<file path="config.mk">
export PLATFORM = sky130hd
export DESIGN_NAME = instruction_fetch_register
export DESIGN_NICKNAME = d
export VERILOG_FILES = /design/src/rtl/cpu_pkg.sv /design/src/rtl/ir_lane_bank.sv /design/src/rtl/instruction_fetch_register.sv
export SDC_FILE = /design/constraint.sdc
export NUM_CORES = 1
export LEC_CHECK = 0
export ABC_AREA = 0
export BUFFER_PORTS_ARGS = -buffer_cell sky130_fd_sc_hd__buf_4
export CORE_UTILIZATION = 40
export CTS_CLUSTER_SIZE = 20
export DETAILED_ROUTE_END_ITERATION = 7
export PLACE_DENSITY = 0.73
export SYNTH_ARGS = -nofsm -noshare
export SYNTH_HDL_FRONTEND = slang
export SYNTH_HIERARCHICAL = 1
export SYNTH_SLANG_ARGS = --single-unit
</file>
<file path="constraint.sdc">
create_clock -name Clock -period 1.5 [get_ports Clock]
set_clock_uncertainty 0.05 [all_clocks]
set_input_delay 0.075 -clock Clock [delete_from_list [all_inputs] [get_ports Clock]]
set_output_delay 0.075 -clock Clock [all_outputs]
set_load 0.05 [all_outputs]
</file>
<file path="src/rtl/cpu_pkg.sv">
// rtl/cpu_pkg.sv - shared CPU types and instruction geometry
// Purpose: fetch sequencer state type, default lane geometry and the
//          lane-select width helper shared by the fetch register, ALU and decoder.
// Ports:   none (package).
package cpu_pkg;

  localparam int CPU_LANE_WIDTH = 8;
  localparam int CPU_LANES      = 2;

  typedef enum logic [1:0] {
    IDLE  = 2'd0,
    FETCH = 2'd1,
    DONE  = 2'd2
  } fetch_state_t;

  // A single lane still needs a one-bit select so ports never collapse to zero width.
  function automatic int sel_width(input int lanes);
    return (lanes > 1) ? $clog2(lanes) : 1;
  endfunction

endpackage

</file>
<file path="src/rtl/ir_lane_bank.sv">
// rtl/ir_lane_bank.sv - lane-addressed instruction register storage
// Purpose: LANES registers of LANE_WIDTH bits with one synchronous write port.
// Ports:   clk_i      rising-edge clock
//          rst_i      synchronous active-high reset, clears every lane
//          wr_en_i    write enable
//          wr_lane_i  lane index; indices >= LANES match no lane and are dropped
//          wr_data_i  data written to the addressed lane
//          ir_o       packed lanes, lane k at bits [(k+1)*LANE_WIDTH-1 : k*LANE_WIDTH]
module ir_lane_bank
  import cpu_pkg::*;
#(
  parameter int LANE_WIDTH = CPU_LANE_WIDTH,
  parameter int LANES      = CPU_LANES,
  parameter int SEL_W      = sel_width(LANES)
) (
  input  logic                        clk_i,
  input  logic                        rst_i,
  input  logic                        wr_en_i,
  input  logic [SEL_W-1:0]            wr_lane_i,
  input  logic [LANE_WIDTH-1:0]       wr_data_i,
  output logic [LANES*LANE_WIDTH-1:0] ir_o
);

  logic [LANE_WIDTH-1:0] lanes_q [LANES];

  // Each lane decodes its own index, so an out-of-range select simply hits nothing.
  always_ff @(posedge clk_i) begin
    if (rst_i) begin
      for (int k = 0; k < LANES; k++) begin
        lanes_q[k] <= '0;
      end
    end else if (wr_en_i) begin
      for (int k = 0; k < LANES; k++) begin
        if (wr_lane_i == SEL_W'(k)) begin
          lanes_q[k] <= wr_data_i;
        end
      end
    end
  end

  always_comb begin
    ir_o = '0;
    for (int k = 0; k < LANES; k++) begin
      ir_o[k*LANE_WIDTH +: LANE_WIDTH] = lanes_q[k];
    end
  end

endmodule

</file>
<file path="src/rtl/instruction_fetch_register.sv">
// rtl/instruction_fetch_register.sv - multi-lane instruction register with fetch sequencer
// Purpose: holds a LANES x LANE_WIDTH instruction loaded by direct lane writes
//          or by an automatic fetch of LANES consecutive bus words.
// Ports:   Clock      rising-edge clock
//          Reset      synchronous active-high reset, aborts a fetch
//          I          memory bus word
//          LaneSel    lane index for direct writes
//          Write      direct write enable (IDLE only)
//          Start      request an automatic fetch (IDLE only)
//          DataValid  memory word on I is valid this cycle
//          ByteReq    sequencer requesting a word (FETCH)
//          ByteIndex  lane being filled, 0 outside FETCH
//          Busy       high in FETCH and DONE
//          Done       one-cycle completion pulse
//          IROut      instruction register contents
module instruction_fetch_register
  import cpu_pkg::*;
#(
  parameter  int LANE_WIDTH = CPU_LANE_WIDTH,
  parameter  int LANES      = CPU_LANES,
  parameter  int FILL_ORDER = 0,
  localparam int SEL_W      = sel_width(LANES)
) (
  input  logic                        Clock,
  input  logic                        Reset,
  input  logic [LANE_WIDTH-1:0]       I,
  input  logic [SEL_W-1:0]            LaneSel,
  input  logic                        Write,
  input  logic                        Start,
  input  logic                        DataValid,
  output logic                        ByteReq,
  output logic [SEL_W-1:0]            ByteIndex,
  output logic                        Busy,
  output logic                        Done,
  output logic [LANES*LANE_WIDTH-1:0] IROut
);

  localparam logic [SEL_W-1:0] LAST_CNT = SEL_W'(LANES - 1);

  fetch_state_t     state_q, state_d;
  logic [SEL_W-1:0] cnt_q, cnt_d;
  logic [SEL_W-1:0] fill_lane;
  logic             wr_en;
  logic [SEL_W-1:0] wr_lane;

  // MSB-first fetches walk the lanes downwards from the top lane.
  assign fill_lane = (FILL_ORDER != 0) ? (LAST_CNT - cnt_q) : cnt_q;

  always_comb begin
    state_d = state_q;
    cnt_d   = cnt_q;
    case (state_q)
      IDLE: begin
        if (Start) begin
          state_d = FETCH;
          cnt_d   = '0;
        end
      end
      FETCH: begin
        if (DataValid) begin
          if (cnt_q == LAST_CNT) begin
            state_d = DONE;
          end else begin
            cnt_d = cnt_q + SEL_W'(1);
          end
        end
      end
      DONE:    state_d = IDLE;
      default: state_d = IDLE;
    endcase
  end

  always_ff @(posedge Clock) begin
    if (Reset) begin
      state_q <= IDLE;
      cnt_q   <= '0;
    end else begin
      state_q <= state_d;
      cnt_q   <= cnt_d;
    end
  end

  // Direct writes own the port in IDLE, the sequencer owns it in FETCH,
  // and nothing may write while DONE presents the finished instruction.
  always_comb begin
    wr_en   = 1'b0;
    wr_lane = LaneSel;
    case (state_q)
      IDLE:  wr_en = Write;
      FETCH: begin
        wr_en   = DataValid;
        wr_lane = fill_lane;
      end
      default: wr_en = 1'b0;
    endcase
  end

  ir_lane_bank #(
    .LANE_WIDTH (LANE_WIDTH),
    .LANES      (LANES),
    .SEL_W      (SEL_W)
  ) u_lane_bank (
    .clk_i     (Clock),
    .rst_i     (Reset),
    .wr_en_i   (wr_en),
    .wr_lane_i (wr_lane),
    .wr_data_i (I),
    .ir_o      (IROut)
  );

  assign ByteReq   = (state_q == FETCH);
  assign Busy      = (state_q != IDLE);
  assign Done      = (state_q == DONE);
  assign ByteIndex = (state_q == FETCH) ? fill_lane : '0;

endmodule

</file>
==> parameters.txt <==
Parameter                              Value

Setup path
  Required @ worst endpoint    1.49 ns
  Crit Reg-Reg Endpoint    u_lane_bank/lanes_q[0][1]$_DFFE_PP_
  Crit path kind    reg -> reg
  Highest fanout seen on the critical path    8
  Crit path launch type    flip-flop
  WP data arrival    1.39 ns
  Kind of end point of the critical path    flip-flop
  Worst-case register-to-register setup slack    0.1 ns
  Count of cells along the worst register-to-register path    4
  Worst flop-to-flop path startpoint    state_q[0]$_SDFFE_PP0P_

Pwr
  Worst VDD drop    683 uV
  Leakage Power    0.508 nW
  Power per Cell Area    1070 nW/um^2

Timing
  Normalized max-slew margin    0.892
  Unrepaired setup endpoints after global routing    false
  Fin crit share    0.936
  Worst-Margin Slew    0.157 ns
  Highest Clock Rate    0.712 GHz
  Setup-violating endpoint count in the final report    0
  Setup_tns    0 ns
  Endpoints failing hold    0
  WHS    0.0504 ns
  Shortest clock period the worst path allows after layout    1.40 ns
  Max-slew violations    0

Final layout
  Number of diodes    0
  Fraction of layout cells with a size suffix above 1    0.533
  Core occupancy in the finished layout    0.637
  Final Net Count    105
  Synth-to-layout area growth    48.4%
  Final Non-Filler Cells    115
  Most used cells in the layout excluding fill and tap cells    34 x buf_4, 16 x edfxtp_1, 8 x and2_1, 4 x inv_1
  Most common library cell in the layout ignoring fill and taps    buf_4

Clock tree
  Clock tree root buffer cell    clkbuf_4
  Number of clock buffers inserted by TritonCTS    3
  Clock latency at the later pin of the worst-skew pair    0.27 ns
  TritonCTS clock tree    yes
  Post-CTS Setup Bufs    0
  Clock-pin slew of the registers on the worst-case setup and hold paths    0.09 ns
  Clock sinks    19
  H-tree lvl count    1
  Buffers from clock root to sink, at most    2

Synthesis
  Syn nets    63
  Avg Inst Size Synth    15.3 sq um
  Number of flip-flops and latches in the synthesized netlist    19
  Synthesized instance count    49
  Netlist Area Pre-Place    749 sq um
  Number of distinct standard cells referenced by the synthesized netlist    19
  Number of warning messages in the yosys log    6
  Fraction of the yosys area taken by sequential cells    0.721

Routing
  Post-detailed-route wirelength per cell    13.1 microns
  Drt pass-1 iters    4
  Vias/cell    4.70
  Number of design rule violations left after detail routing    0
  Iter 0 DRT Violations    8
  Final antenna-violating net count    0
  Number of vias after detailed routing    540
  DRT Wirelength    1510 microns

Floorplanning
  Height of the die    45.3 microns
  I/O pin count    34
  Initial Utilization    0.429
  Number of rows created at floorplan    15
  Horiz. Die Dim    45.3 microns
  Die Footprint    2050 sq um
  CORE AREA    1750 sq um

Outcome
  Run status    completed

Global routing
  Total routing resource utilization after global routing    0.154
  Total congestion overflow    0
  Vias in the first global route    476
  First-pass GRT wire length    2100 microns
  Antenna violations before repair    0
  Largest net degree at the start of global routing    11

Place
  Cell total after placement    108
  # port buffers    33
  DP HPWL    1030 microns
  Last weighted congestion value of the routability-driven placer    0.833

Hold path
  Hold Crit Start    I[5]
  Cell count of the worst hold path    2
  Capture endpoint of the worst hold path    u_lane_bank/lanes_q[0][13]$_DFFE_PP_
  Min-delay worst type    in -> reg

Flow run
  Max-cap check violation count    0
-- worst max-delay path: stages (launching register included) --
cell and delay [ns]:
dfxtp_2 0.44, and3b_2 0.23, a21o_1 0.13, inv_1 0.06, a21o_4 0.26
-- kinds of logic (layout without fill, tap and decap cells) --
kind of cell,Yosys count,after routing,share of synthesized area
and+or+nand+nor,20,20,0.185
DFF,19,19,0.721
AOI/OAI and AO/OA,5,5,0.0601
muxes,1,1,0.0134
buffers and inverters,4,45,0.0200
-- worst max-delay path by stage --
stage | startpoint | to | slack, ns | cells after the start
after floorplan | state_q[1]$_SDFFE_PP0P_ | u_lane_bank/lanes_q[0][0]$_DFFE_PP_ | 0.003 | 4
after global placement | state_q[1]$_SDFFE_PP0P_ | u_lane_bank/lanes_q[0][6]$_DFFE_PP_ | 0.15 | 4
after detailed placement | state_q[1]$_SDFFE_PP0P_ | u_lane_bank/lanes_q[0][6]$_DFFE_PP_ | 0.14 | 4
after CTS | state_q[0]$_SDFFE_PP0P_ | u_lane_bank/lanes_q[0][1]$_DFFE_PP_ | 0.13 | 4
after global routing | state_q[0]$_SDFFE_PP0P_ | u_lane_bank/lanes_q[0][1]$_DFFE_PP_ | 0.05 | 4
final | state_q[0]$_SDFFE_PP0P_ | u_lane_bank/lanes_q[0][1]$_DFFE_PP_ | 0.1 | 4
-- per-layer routing --
metal,global-route usage,share of wire,vias up
met5,0,0,-
met4,0.0545,0,0
met3,0.0360,0.034,0
met2,0.290,0.58,19
met1,0.167,0.39,263
li1,-,-,258
-- synthesized netlist by cell type, drive strengths merged --
master	count	area, sq um
mux2i	1	10.0
and3	1	6.26
or2b	1	7.51
nor3	1	5.00
and3b	1	8.76
nand2b	1	8.76
nor2	3	13.8
a21o	3	22.5
nand2	1	3.75
o21bai	1	7.51
a221oi	1	15.0
and2	8	50.1
dfxtp	3	60.1
edfxtp	16	480
and2b	1	8.76
nor4	1	12.5
inv	4	15.0
nor2b	1	13.8
-- per-stage QoR --
stage                     power, mW  setup WS (ns)  cell area, sq um
after global placement        0.956          0.150              1050
after detailed placement      0.961          0.143              1050
after CTS                      1.20          0.125              1110
after floorplan               0.854        0.00276               767
after global routing           1.25         0.0493              1110
final                          1.19         0.0962              1110
-- power by group --
part | switching (mW) | internal [mW] | total [mW] | leakage, nW
sequential | 0.0183 | 0.620 | 0.638 | 0.195
clock | 0.131 | 0.103 | 0.234 | 0.0150
combinational | 0.213 | 0.106 | 0.319 | 0.298
total | 0.363 | 0.829 | 1.19 | 0.508
-- sequential cells by signal, indices dropped and copies added (netlist names) --
| name | count |
|---|---|
| u_lane_bank/lanes_q | 16 |
| state_q | 2 |
| cnt_q | 1 |
-- layout make-up --
cell class | count | area (sq um)
Inverter | 4 | 15.0
Tap cell | 25 | 31.3
Fill cell | 137 | 633
Timing Repair Buffer | 37 | 285
Sequential cell | 19 | 542
Multi-Input combinational cell | 26 | 213
Clock buffer | 4 | 26.3
-- timing repair --
action	4_1_cts	5_1_grt
gates resized for setup	0	1
hold endpoints to repair	3	0
setup endpoints to repair	0	8
hold buffers	3	0
Note: power is estimated with default switching activity, not from simulation.
